[config.mk]
export PLATFORM = sky130hd
export DESIGN_NAME = alu_seq
export DESIGN_NICKNAME = d
export VERILOG_FILES = /design/src/rtl/alu_seq.sv
export SDC_FILE = /design/constraint.sdc
export NUM_CORES = 1
export LEC_CHECK = 0
export CORE_MARGIN = 5
export CORE_UTILIZATION = 53
export CTS_CLUSTER_DIAMETER = 60
export CTS_CLUSTER_SIZE = 14
export DETAILED_ROUTE_END_ITERATION = 7
export MAX_ROUTING_LAYER = met4
export PLACE_DENSITY = 0.88
export SYNTH_ARGS = -nofsm -noshare
export SYNTH_HDL_FRONTEND = slang
export SYNTH_SLANG_ARGS = --single-unit
export TNS_END_PERCENT = 5
[constraint.sdc]
create_clock -name clk -period 6.55 [get_ports clk]
set_clock_uncertainty 0.15 [all_clocks]
set_input_delay 1.965 -clock clk [delete_from_list [all_inputs] [get_ports clk]]
set_output_delay 1.965 -clock clk [all_outputs]
set_load 0.01 [all_outputs]
[src/rtl/alu_seq.sv]
// alu_seq: multi-cycle sequencer that drives the shared 16-bit combinational ALU
// to build operations the ALU has no opcode for: SUB (a-b), NEG (-a), ABS (|a|)
// and MUL (low 16 bits of a*b). One ALU opcode is issued per cycle and the ALU
// output is captured at the edge that ends each state.
//
// Ports:
//   clk, reset          rising-edge clock, asynchronous active-high reset
//   start, cmd, a, b    request pulse (taken only when idle), command, operands
//   busy, done          busy from the cycle after an accepted start through DONE;
//                       done pulses for one cycle when result is valid
//   result              result register, held until the next done
//   res_n/res_z/res_p   condition codes of the result register
//   alu_in1/2, alu_op,  ALU drive (op 7 = zero when no ALU work is needed)
//   alu_shift
//   alu_out             combinational ALU result
module alu_seq #(
  parameter int unsigned WIDTH = 16,
  parameter int unsigned CNT_W = 5
) (
  input  logic             clk,
  input  logic             reset,
  input  logic             start,
  input  logic [1:0]       cmd,
  input  logic [WIDTH-1:0] a,
  input  logic [WIDTH-1:0] b,
  output logic             busy,
  output logic             done,
  output logic [WIDTH-1:0] result,
  output logic             res_n,
  output logic             res_z,
  output logic             res_p,
  output logic [WIDTH-1:0] alu_in1,
  output logic [WIDTH-1:0] alu_in2,
  output logic [2:0]       alu_op,
  output logic [3:0]       alu_shift,
  input  logic [WIDTH-1:0] alu_out
);

  localparam logic [2:0] OpAdd   = 3'd0;
  localparam logic [2:0] OpNot   = 3'd2;
  localparam logic [2:0] OpLshf  = 3'd4;
  localparam logic [2:0] OpRshfl = 3'd5;
  localparam logic [2:0] OpZero  = 3'd7;

  localparam logic [1:0] CmdSub = 2'b00;
  localparam logic [1:0] CmdNeg = 2'b01;
  localparam logic [1:0] CmdMul = 2'b10;
  localparam logic [1:0] CmdAbs = 2'b11;

  // The multiply bit-test has no state of its own: it is folded into the
  // transitions that lead into an iteration.
  typedef enum logic [3:0] {
    StIdle, StSNot, StSInc, StSAdd, StNNot, StNInc, StMAdd, StMLsh, StMRsh, StDone
  } state_e;

  state_e           state_q, state_d;
  logic [WIDTH-1:0] opa_q, opa_d, opb_q, opb_d, tmp_q, tmp_d, acc_q, acc_d;
  logic [WIDTH-1:0] mcand_q, mcand_d, mplier_q, mplier_d, result_q, result_d;
  logic [CNT_W-1:0] cnt_q, cnt_d;

  // ALU drive: purely a function of state and operand registers.
  always_comb begin
    alu_op    = OpZero;
    alu_in1   = '0;
    alu_in2   = '0;
    alu_shift = '0;
    unique case (state_q)
      StSNot: begin alu_op = OpNot; alu_in1 = opb_q; end
      StSInc: begin alu_op = OpAdd; alu_in1 = tmp_q; alu_in2 = WIDTH'(1); end
      StSAdd: begin alu_op = OpAdd; alu_in1 = opa_q; alu_in2 = tmp_q; end
      StNNot: begin alu_op = OpNot; alu_in1 = opa_q; end
      StNInc: begin alu_op = OpAdd; alu_in1 = tmp_q; alu_in2 = WIDTH'(1); end
      StMAdd: begin alu_op = OpAdd; alu_in1 = acc_q; alu_in2 = mcand_q; end
      StMLsh: begin alu_op = OpLshf; alu_in1 = mcand_q; alu_shift = 4'd1; end
      StMRsh: begin alu_op = OpRshfl; alu_in1 = mplier_q; alu_shift = 4'd1; end
      default: ;
    endcase
  end

  always_comb begin
    state_d  = state_q;
    opa_d    = opa_q;
    opb_d    = opb_q;
    tmp_d    = tmp_q;
    acc_d    = acc_q;
    mcand_d  = mcand_q;
    mplier_d = mplier_q;
    result_d = result_q;
    cnt_d    = cnt_q;
    unique case (state_q)
      StIdle: begin
        if (start) begin
          opa_d = a;
          opb_d = b;
          unique case (cmd)
            CmdSub: state_d = StSNot;
            CmdNeg: state_d = StNNot;
            CmdAbs: begin
              if (a[WIDTH-1]) begin
                state_d = StNNot;
              end else begin
                result_d = a;
                state_d  = StDone;
              end
            end
            CmdMul: begin
              if (a == '0 || b == '0) begin
                result_d = '0;
                state_d  = StDone;
              end else begin
                acc_d    = '0;
                mcand_d  = a;
                mplier_d = b;
                cnt_d    = '0;
                state_d  = b[0] ? StMAdd : StMLsh;
              end
            end
            default: ;
          endcase
        end
      end
      StSNot: begin tmp_d = alu_out; state_d = StSInc; end
      StSInc: begin tmp_d = alu_out; state_d = StSAdd; end
      StSAdd: begin result_d = alu_out; state_d = StDone; end
      StNNot: begin tmp_d = alu_out; state_d = StNInc; end
      StNInc: begin result_d = alu_out; state_d = StDone; end
      StMAdd: begin acc_d = alu_out; state_d = StMLsh; end
      StMLsh: begin mcand_d = alu_out; state_d = StMRsh; end
      StMRsh: begin
        mplier_d = alu_out;
        cnt_d    = cnt_q + CNT_W'(1);
        // Stop early once no multiplier bits remain.
        if (alu_out == '0 || cnt_d == CNT_W'(WIDTH)) begin
          result_d = acc_q;
          state_d  = StDone;
        end else begin
          state_d = alu_out[0] ? StMAdd : StMLsh;
        end
      end
      StDone: state_d = StIdle;
      default: state_d = StIdle;
    endcase
  end

  always_ff @(posedge clk or posedge reset) begin
    if (reset) begin
      state_q  <= StIdle;
      opa_q    <= '0;
      opb_q    <= '0;
      tmp_q    <= '0;
      acc_q    <= '0;
      mcand_q  <= '0;
      mplier_q <= '0;
      result_q <= '0;
      cnt_q    <= '0;
    end else begin
      state_q  <= state_d;
      opa_q    <= opa_d;
      opb_q    <= opb_d;
      tmp_q    <= tmp_d;
      acc_q    <= acc_d;
      mcand_q  <= mcand_d;
      mplier_q <= mplier_d;
      result_q <= result_d;
      cnt_q    <= cnt_d;
    end
  end

  assign busy   = (state_q != StIdle);
  assign done   = (state_q == StDone);
  assign result = result_q;
  assign res_n  = result_q[WIDTH-1];
  assign res_z  = (result_q == '0);
  assign res_p  = ~result_q[WIDTH-1] & (result_q != '0);

endmodule

* Word-level counts from Yosys, hierarchy flattened
Index checks and enable logic that the tools add are counted.
** Cells by class
- Reduce and logical (&&, ||, !) cells :: 26
- Eq/ne operators :: 20
- Add/sub/neg operators :: 1
- Bitwise operators :: 2
- Muxes and demuxes :: 34
** Operators with widths (count)
- 16-bit 2-to-1 mux :: 13
- 16-bit one-hot mux with 2 select lines :: 4
- 16-bit one-hot mux with 3 select lines :: 2
- 16-bit one-hot mux with 6 select lines :: 1
- 16-bit logical NOT :: 4
- 4-bit one-hot mux with 8 select lines :: 1
- 4-bit by 3-bit equality test with 1-bit output, second input constant :: 4
- 4-bit 2-to-1 mux :: 4
- 4-bit one-hot mux with 4 select lines :: 1
- 16-bit nonzero test :: 1
- 5-bit 2-to-1 mux :: 3
- 3-bit one-hot mux with 4 select lines :: 1
- 4-bit AND reduction :: 3
- 5-bit one-hot mux with 2 select lines :: 1
- 2-bit OR reduction :: 5
- 4-bit by 2-bit equality test with 1-bit output, second input constant :: 2
- 4-bit equality test, second input constant :: 2
- 2-bit != test, second input constant :: 3
- 3-bit != test, second input constant :: 2
- 6-bit AND reduction :: 1
- 2-bit nonzero test :: 3
- 5-bit by 1-bit adder with 5-bit output, second input constant :: 1
- 5-bit equality test, second input constant :: 1
- 2-bit equality test, second input constant :: 2
- other kinds (15) :: 18
** Word-level totals
- Register bits :: 121
- Logic and storage cells :: 92

* Depth between registers and ports, before layout
Gate-level depths: netlist of the first run.
- Depth after elaboration :: 6
- Mapped depth :: 9

* Least setup slack after synthesis of the first run
No wires, ideal clock.
- Kind :: reg-to-output
- From :: register state_q[1]
- To :: output port alu_in1[0]
- Buffers on the path :: 3
- Arrival time :: 1.735 ns
- Cell stages (with the launch flop) :: 8
- Slack :: 2.700 ns
- Path through :: dfrtp_1 > buf_2 > buf_2 > nand2b_1 > mux2_2 > nor2_1 > buf_2 > a221o_1
** On the way
- Word-level cells in the longest chain between the ends :: 3
** Ends and longest elaborated chain
- start: declaration :: RTL line 56 : state_e state_q, state_d;
- start signal: assignment :: RTL line 147 : state_q <= StIdle;
- start signal: assignment :: RTL line 157 : state_q <= state_d;
- 4-bit by 3-bit equality test with 1-bit output / 4-bit by 2-bit equality test with 1-bit output (equally long branches) :: RTL line 67 : unique case (state_q)
- 2-bit OR reduction (no line)
- 16-bit one-hot mux with 6 select lines (*) :: RTL line 67
- end: declaration :: RTL line 32 : output logic [WIDTH-1:0] alu_in1,
Every way passes the cells marked *; elsewhere a longest branch is shown, timed or not.

* Worst setup path after layout of the first run
- From :: register state_q[2]
- To :: output port alu_in1[15]
Same word-level chain as after synthesis.

==> results of run 1 <==
==> state kept, by name (all words and copies together), names as in the netlist <==
register  count
mcand_q      16
mplier_q     16
opa_q        16
opb_q        16
acc_q        16
state_q       4
tmp_q        16
cnt_q         5
result       16
==> kinds of logic after synthesis <==
| group | after synthesis |
|---|---|
| xor+xnor | 2 |
| fa+ha+maj | 1 |
| compound gates | 123 |
| mux | 114 |
| other cells | 1 |
| flops | 121 |
| buf+inv | 62 |
| simple gates | 129 |
==> placed cells by master, fill, tap and decap left out, drive strengths merged, types with 2 or more instances in the layout <==
cell / synthesis / routed
a21oi: 10 / 10
a221o: 33 / 33
a222oi: 15 / 15
a22o: 48 / 48
a31oi: 3 / 3
and2: 2 / 2
and3: 2 / 2
buf: 29 / 13
bufinv: 0 / 5
clkbuf: 13 / 18
clkdlybuf4s50: 0 / 109
clkinv: 0 / 6
clkinvlp: 0 / 2
conb: 1 / 3
dfrtp: 121 / 121
inv: 20 / 21
mux2: 98 / 98
mux2i: 16 / 16
nand2: 63 / 63
nand2b: 5 / 5
nand3: 5 / 5
nand4: 6 / 6
nor2: 14 / 14
nor3: 6 / 6
nor4: 17 / 17
o211ai: 3 / 3
o21ai: 5 / 5
or3: 2 / 2
==> worst paths after layout <==
kind,cells after the start,startpoint,to,slack [ps]
min in group asynchronous,2,reset,state_q[0]$_DFFE_PP0P_,1720
hold reg to reg,1,opa_q[13]$_DFFE_PP0P_,opa_q[13]$_DFFE_PP0P_,360
max in group asynchronous,3,reset,acc_q[2]$_DFFE_PP0P_,3510
hold / removal,1,opa_q[13]$_DFFE_PP0P_,opa_q[13]$_DFFE_PP0P_,360
setup reg to reg,5,state_q[2]$_DFFE_PP0P_,acc_q[2]$_DFFE_PP0P_,3360
setup / recovery,5,state_q[2]$_DFFE_PP0P_,alu_in1[15],970
==> critical path: cells and delay by family, from the launching register on <==
| kind | cells | cell delay (ps) |
|---|---|---|
| buffers and inverters | 2 | 1000 |
| AOI/OAI and AO/OA | 2 | 350 |
| and+or+nand+nor | 1 | 920 |
| DFF | 1 | 760 |
==> per-stage QoR <==
step	utilization (%)	area, um^2	hold slack (ps)	setup WS, ps
finish	68.8	8190	357	975
global route	68.8	8190	371	878
CTS	68.8	8190	359	1060
detailed placement	63.3	7540	346	1540
global placement	63.3	7540	339	1630
floorplan	-	6390	318	1220
==> layer usage <==
layer  share of wire, %  wire length, um  global-route usage [%]  up-vias
li1                   -                -                       -     2316
met1                 39             7810                    35.3     2733
met2                 48             9720                    45.5      400
met3                 10             2000                    6.64       66
met4                2.8              556                    11.6        0
met5                  0                0                       -        -
==> power groups by stage <==
| stage | sequential (uW) | clock (uW) | combinational (uW) |
|---|---|---|---|
| after floorplan | 1330 | 0 | 1210 |
| after global placement | 1400 | 0 | 1810 |
| after global routing | 1480 | 1060 | 2010 |
| final | 1450 | 1030 | 1900 |
| after detailed placement | 1430 | 0 | 1870 |
| after CTS | 1430 | 1030 | 1890 |
==> area by class of cell <==
cell class,instances,area (um^2)
clock buffers,18,429
clock inverters,14,223
fillers,818,3720
inverters,20,77.6
multi-input cells,372,3060
flip-flops and latches,121,3030
well taps,147,184
repair buffers,122,1190
==> results_dict.tcl, run 1 <==
set metrics [dict create \
    cts_max_path_buffers 2 \
    finalMaxSlewViolations 0 \
    leakage_uw 0.00354 \
    place_congestion 0.872 \
    p_clk_share_pct 23.5 \
    root_buffer "clkbuf_16" \
    min_period_over_period_pct 85.1 \
    pin_count 113 \
    ir_drop_uv 259 \
    fin_total_pwr_uw 4380 \
    antenna_cells 0 \
    syn_avg_cell_area_um2 11.5 \
    synth_edf_count 0 \
    netlist-cell-type-count 48 \
    async_flop_share_pct 100 \
    yosys.area.top_type_share_pct 47.5 \
    worst_path_most_repeated_cell "a221o_1" \
    synth_fa_ha_area_share_pct 0.196 \
    clock_latency_ps 420 \
    path_cells "and3_1 -> buf_4 -> a221o_1 -> a221o_1 -> clkdlybuf4s50_1" \
    yosys.area.top_type "dfrtp_1" \
    clock.fmax_mhz 179 \
    numPortBuffers 109 \
    drive_above_1_share_pct 23.4 \
    grt_pass1_vias 5564 \
    num_rows 40 \
    crit_path_start_kind "register" \
    cp.arrival_ps 3460 \
    grt_pass1_wl_mm 30.8 \
    p_sw_uw 1560 \
    grt.overflow.total 0 \
    synth.most_common_cell "dfrtp_1" \
    power_frac_comb_pct 43.4 \
    synth_ff_type "dfrtp_1" \
    synthTopCellsByCount "dfrtp_1, mux2_2, nand2_1, a22o_1, a221o_1" \
    power_frac_seq_pct 33.1 \
    detailed_place_hpwl_mm 13.1 \
    rsz0062_at_grt "no" \
    drtPass1Iterations 7 \
    powerDensity_nw_per_um2 535 \
    path_clk_slew_ps 60 \
    grt_max_degree 60 \
    syn-cell-area_um2 6380 \
    yosysSeqAreaShare_pct 47.5 \
    initial_core_util_pct 53.6 \
    status "complete, no violations" \
    cts_resized 0 \
    worst_slew_pin_slew_ps 1060 \
    vias_per_cell 6.78 \
    synth_compound_area_share_pct 16.9 \
    muxShareOfSynthArea_pct 19.8 \
    die_h_um 120 \
    area_growth_pct 28.4 \
    track_usage_pct 28.5 \
    cts_buffers 17 \
    drt-wirelength-per-cell_um 24.7 \
    dp_cells 782 \
    vias 5515 \
    min_period_ps 5580 \
    fin_nets 708 \
    critical-path-slowest-cell "and3_1" \
    critPathCaptureType "output pin" \
    cts_hold_buf 0 \
    switching_share_pct 35.6 \
    yosys_warnings 0 \
    core_area_um2 11900 \
    ys_ff_latch 121 \
    critPathKind "reg2out" \
    antenna_left 0 \
    setup_tns_ps 0 \
    die_w_um 120 \
    wirelength_mm 20.1 \
    cts.htree.levels 4 \
    slew_headroom_pct 29.6 \
    critPathRequiredTime_ps 4430 \
    p_int_uw 2820 \
    cts_tree "yes" \
    synthTopCellsByArea "dfrtp_1, mux2_2, a22o_1" \
    die-area_um2 14300 \
    clkSinkCount 121 \
    hp-class "reg2reg" \
    max_stage_delay_ps 920 \
    setup_violations 0 \
    antenna_found_initial 0 \
    syn_inst 553 \
    synth-simple-area-share_pct 10.4 \
    synth_top_family_by_area "multiplexers" \
    drc 0 \
    synth-xor-area-share_pct 0.275 \
    path_max_fanout 25 \
    finalNonFillerCells 814 \
    drv_cap 0 \
    post_cts_buffers 0 \
    finalHoldViolations 0 \
    detail_route.iter0.violations 772 \
]
Note: power is estimated with default switching activity, not from simulation.
==> inputs of run 2 (changes only) <==
--- a/config.mk
+++ b/config.mk
@@ -7,4 +7,5 @@
 export LEC_CHECK = 0
+export ABC_AREA = 1
 export CORE_MARGIN = 5
-export CORE_UTILIZATION = 53
+export CORE_UTILIZATION = 54
 export CTS_CLUSTER_DIAMETER = 60
@@ -13,3 +14,3 @@
 export MAX_ROUTING_LAYER = met4
-export PLACE_DENSITY = 0.88
+export PLACE_DENSITY = 0.89
 export SYNTH_ARGS = -nofsm -noshare
--- a/constraint.sdc
+++ b/constraint.sdc
@@ -4,2 +4,2 @@
 set_output_delay 1.965 -clock clk [all_outputs]
-set_load 0.01 [all_outputs]
+set_load 0.005 [all_outputs]
==> results_dict.tcl, run 2 <==
set metrics [dict create \
    status "complete, no violations" \
    async_flop_share_pct 100 \
    finalMaxSlewViolations 0 \
    vias 6809 \
    clock_latency_ps 430 \
    place_congestion 1.02 \
    synthTopCellsByCount "nand2_1, dfrtp_1, o21ai_0, inv_1, nor2_1" \
    synth.most_common_cell "nand2_1" \
    setup_violations 0 \
    syn-cell-area_um2 6620 \
    antenna_found_initial 0 \
    critPathCaptureType "output pin" \
    path_max_fanout 29 \
    power_frac_comb_pct 45.3 \
    syn_inst 849 \
    finalNonFillerCells 1095 \
    powerDensity_nw_per_um2 503 \
    p_sw_uw 1640 \
    die-area_um2 14600 \
    grt_pass1_wl_mm 33.5 \
    leakage_uw 0.00392 \
    wirelength_mm 21.9 \
    slew_headroom_pct 22.4 \
    clock.fmax_mhz 192 \
    die_w_um 121 \
    vias_per_cell 6.22 \
    critPathRequiredTime_ps 4430 \
    worst_slew_pin_slew_ps 1160 \
    ys_ff_latch 121 \
    antenna_left 0 \
    drt-wirelength-per-cell_um 20.0 \
    clkSinkCount 121 \
    ir_drop_uv 294 \
    root_buffer "clkbuf_16" \
    synth_ff_type "dfrtp_1" \
    path_buf_inv 4 \
    synthTopCellsByArea "dfrtp_1, nand2_1, o21ai_0" \
    yosys.area.top_type "dfrtp_1" \
    antenna_cells 0 \
    p_int_uw 2550 \
    num_rows 40 \
    pin_count 113 \
    crit_family "buffers and inverters" \
    track_usage_pct 30.7 \
    path_clk_slew_ps 60 \
    finalHoldViolations 0 \
    cts_max_path_buffers 2 \
    grt.overflow.total 0 \
    cts_resized 0 \
    yosys_warnings 0 \
    switching_share_pct 39.1 \
    cts_hold_buf 0 \
    critPathKind "reg2out" \
    setup_tns_ps 0 \
    cts.htree.levels 4 \
    cts_tree "yes" \
    die_h_um 121 \
    cts_buffers 17 \
    power_frac_seq_pct 30.6 \
    syn_avg_cell_area_um2 7.80 \
    hp-class "reg2reg" \
    core_area_um2 12000 \
    min_period_over_period_pct 79.4 \
    drv_cap 0 \
    area_growth_pct 25.6 \
    max_stage_delay_ps 610 \
    detail_route.iter0.violations 1163 \
    drive_above_1_share_pct 8.54 \
    final_common_cell "nand2_1" \
    drc 0 \
    cp.arrival_ps 3090 \
    rsz0062_at_grt "no" \
    netlist-cell-type-count 35 \
    p_clk_share_pct 24.1 \
    yosysSeqAreaShare_pct 45.7 \
    critical-path-slowest-cell "nand2_1" \
    dp_cells 1063 \
    numPortBuffers 109 \
    yosys.area.top_type_share_pct 45.7 \
    crit_path_start_kind "register" \
    grt_pass1_vias 6379 \
    mostFrequentLayoutCells "nand2_1, dfrtp_1, clkdlybuf4s50_1, o21ai_0, inv_1" \
    detailed_place_hpwl_mm 14.9 \
    post_cts_buffers 0 \
    drtPass1Iterations 7 \
    grt_max_degree 63 \
    initial_core_util_pct 55.1 \
    min_period_ps 5200 \
    final_core_util_pct 69.3 \
    synth_edf_count 0 \
    path_cells "inv_1 -> nand2_2 -> inv_2 -> nand2_1 -> buf_4 -> o22ai_1 -> a21oi_1 -> o2111ai_1 -> clkdlybuf4s50_1" \
    num-fill-cells 934 \
    fin_nets 989 \
]
-- run 2: layer usage --
| metal | track usage, % | part of all wire (%) | wire (um) | vias up |
|---|---|---|---|---|
| met4 | 12.2 | 3.6 | 779 | 0 |
| met2 | 44.6 | 44 | 9710 | 537 |
| met1 | 41.0 | 38 | 8410 | 3172 |
| met3 | 8.75 | 14 | 3040 | 87 |
| met5 | - | 0 | 0 | - |
| li1 | - | - | - | 3013 |
-- run 2: cell type report --
type / count / area, um^2 / share of cell area, %
Clock buffer: 25 / 495 / 5.95
Sequential cell: 121 / 3030 / 36.4
Timing Repair Buffer: 114 / 1130 / 13.6
Inverter: 105 / 397 / 4.77
Tap cell: 147 / 184 / 2.21
Multi-Input combinational cell: 576 / 2950 / 35.5
Clock inverter: 7 / 138 / 1.65
-- run 2: power by group through the flow --
stage | combinational, uW | sequential (uW) | clock [uW]
floorplan | 1140 | 1240 | 0
global placement | 1800 | 1270 | 0
detailed placement | 1830 | 1280 | 0
CTS | 1860 | 1280 | 1000
global route | 2060 | 1310 | 1040
finish | 1900 | 1280 | 1010
-- run 2: cell families after synthesis --
kind of cell             share of synthesized area [%]
AO/OA/AOI/OAI                                     17.0
other                                           0.0566
AND/OR/NAND/NOR                                   23.8
adder cells (fa/ha/maj)                          0.189
buffers and inverters                             9.84
flip-flops                                        45.7
multiplexers                                      3.40
-- run 2: worst paths after layout --
kind	start	depth (start not counted)	to	slack [ps]
worst min-delay path	opa_q[7]$_DFFE_PP0P_	2	opa_q[7]$_DFFE_PP0P_	320
max in group asynchronous	reset	3	cnt_q[4]$_DFFE_PP0P_	3720
min in group asynchronous	reset	3	tmp_q[10]$_DFFE_PP0P_	1980
worst max-delay path	state_q[3]$_DFFE_PP0P_	9	alu_in1[7]	1350
worst max register to register	state_q[1]$_DFFE_PP0P_	8	result[14]$_DFFE_PP0P_	3560
worst min register to register	opa_q[7]$_DFFE_PP0P_	2	opa_q[7]$_DFFE_PP0P_	320
-- run 2: stage by stage --
| stage | power (uW) | instance area, um^2 | setup slack, ps | hold slack, ps |
|---|---|---|---|---|
| 2_1_floorplan | 2370 | 6630 | 1220 | 286 |
| 3_3_place_gp | 3060 | 7690 | 2010 | 297 |
| 3_5_place_dp | 3110 | 7690 | 1970 | 303 |
| 4_1_cts | 4140 | 8320 | 1470 | 319 |
| 5_1_grt | 4410 | 8320 | 1250 | 346 |
| 6_report | 4190 | 8320 | 1350 | 321 |
-- run 2: worst reg2reg max path, stage by stage, from the launching register on --
cell and delay [ps]:
dfrtp_1 410, nor2_2 220, nand2_2 630, buf_4 490, inv_2 170, nand3_2 360
nand3_4 340, nand2_1 90, nand2_1 70
==> inputs of run 3 (changes only) <==
Clock period 6.55 ns to 4.85 ns, I/O delays scaled along.
==> results_dict.tcl, run 3 (synthesized netlist as in run 2, its figures left out) <==
set metrics [dict create \
    die_w_um 121 \
    whs_ps 318 \
    p_sw_uw 2200 \
    setup_tns_ps 0 \
    critPathKind "reg2out" \
    vias 6728 \
    path_clk_slew_ps 50 \
    numPortBuffers 109 \
    drt-wirelength-per-cell_um 20.0 \
    timing.rr.start "state_q[1]$_DFFE_PP0P_" \
    grt_pass1_wl_mm 34.1 \
    path_max_fanout 24 \
    power_frac_seq_pct 30.9 \
    num_rows 40 \
    hp-class "reg2reg" \
    fin_nets 992 \
    wirelength_mm 21.9 \
    die-area_um2 14600 \
    ir_drop_uv 489 \
    rsz0062_at_grt "no" \
    drv_cap 0 \
    grt_max_degree 78 \
    track_usage_pct 31.7 \
    cts_buffers 17 \
    vias_per_cell 6.13 \
    detailed_place_hpwl_mm 15.4 \
    crit_path_start_kind "register" \
    antenna_found_initial 0 \
    finalHoldViolations 0 \
    initial_core_util_pct 55.1 \
    cts_max_path_buffers 2 \
    switching_share_pct 39.4 \
    setup_violations 0 \
    min_delay_worst_endpoint "opa_q[3]$_DFFE_PP0P_" \
    place_ws_ps 870 \
    min_period_ps 4530 \
    die_h_um 121 \
    place_congestion 1.08 \
    powerDensity_nw_per_um2 670 \
    power_frac_comb_pct 46.1 \
    detail_route.iter0.violations 981 \
    status "finished, violations left" \
    finish.instance_area_um2 8310 \
    clock.fmax_mhz 221 \
    drtPass1Iterations 8 \
    place_area_um2 7720 \
    leakage_uw 0.00391 \
    reg2reg_slack_ps 1990 \
    cts.htree.levels 4 \
    cts_tree "yes" \
    critPathCaptureType "output pin" \
    worst_slew_pin_slew_ps 1050 \
    area_growth_pct 25.5 \
    p_int_uw 3370 \
    hold-path-cell-count 2 \
    mostFrequentLayoutCells "nand2_1, dfrtp_1, clkdlybuf4s50_1, o21ai_0, inv_1" \
    grt.overflow.total 0 \
    pin_count 113 \
    cts_resized 0 \
    root_buffer "clkbuf_16" \
    core_area_um2 12000 \
    antenna_left 0 \
    violations "DRC" \
    clock_latency_ps 420 \
    grt_pass1_vias 6396 \
    r2r_cells 8 \
    finalMaxSlewViolations 0 \
    num-fill-cells 934 \
    min_period_over_period_pct 93.3 \
    final_common_cell "nand2_1" \
    critPathRequiredTime_ps 3240 \
    cp.arrival_ps 2920 \
    r2r-end "result[10]$_DFFE_PP0P_" \
    post_cts_buffers 0 \
    p_clk_share_pct 22.9 \
    hold_path_startpoint "opa_q[3]$_DFFE_PP0P_" \
    antenna_cells 0 \
    cts_hold_buf 0 \
    clkSinkCount 121 \
    setup_slack_ps 325 \
    drive_above_1_share_pct 8.74 \
    slew_headroom_pct 29.7 \
    drc 2 \
]
## run 3: cell types whose count changed in the layout (fill, tap and decap cells not counted)
| cell | before | now |
|---|---|---|
| buf_4 | 5 | 7 |
| buf_12 | 0 | 1 |
| clkbuf_8 | 4 | 2 |
| clkinv_2 | 2 | 3 |
| bufinv_16 | 4 | 3 |
| clkinvlp_4 | 1 | 2 |
## run 3: area by class of cell
cell class | instances | area, um^2 | area share, %
Inverter | 105 | 397 | 4.77
Timing Repair Buffer | 117 | 1160 | 14.0
Clock buffer | 23 | 468 | 5.63
Multi-Input combinational cell | 576 | 2950 | 35.5
Tap cell | 147 | 184 | 2.21
Clock inverter | 8 | 120 | 1.45
Sequential cell | 121 | 3030 | 36.4
## run 3: worst max-delay path by stage
stage	to	cells after the start	startpoint	slack (ps)
CTS	alu_op[0]	10	state_q[1]$_DFFE_PP0P_	410
finish	alu_in1[6]	8	state_q[3]$_DFFE_PP0P_	320
global placement	alu_in1[6]	8	state_q[3]$_DFFE_PP0P_	890
floorplan	acc_q[0]$_DFFE_PP0P_	1	reset	30
detailed placement	alu_in1[6]	8	state_q[3]$_DFFE_PP0P_	870
global route	alu_in1[6]	8	state_q[3]$_DFFE_PP0P_	240
## run 3: metrics by stage
| stage | util (%) | total power, uW | instances |
|---|---|---|---|
| 2_1_floorplan | - | 3210 | 851 |
| 3_3_place_gp | 64.3 | 4170 | 1066 |
| 3_5_place_dp | 64.3 | 4230 | 1066 |
| 4_1_cts | 69.2 | 5520 | 1097 |
| 5_1_grt | 69.2 | 5910 | 1097 |
| 6_report | 69.2 | 5570 | 1097 |
## run 3: power by group through the flow
stage / clock [uW] / sequential, uW / combinational [uW]
5_1_grt: 1330 / 1770 / 2810
4_1_cts: 1280 / 1720 / 2530
6_report: 1280 / 1720 / 2570
3_3_place_gp: 0 / 1710 / 2460
3_5_place_dp: 0 / 1720 / 2500
2_1_floorplan: 0 / 1670 / 1530
## run 3: critical path, cell delays in order (launching register included)
cell and delay (ps):
dfrtp_1 400, inv_1 130, nand2_2 120, inv_2 70, nand2_1 530, o22ai_1 480, nor2_1 120, nand3_1 110
clkdlybuf4s50_1 520
## run 3: per-layer routing
layer,global-route usage (%),vias up,wire length [um]
li1,-,3018,-
met1,42.0,3192,8520
met2,45.2,457,9810
met3,10.5,61,2970
met4,12.5,0,641
met5,-,-,0
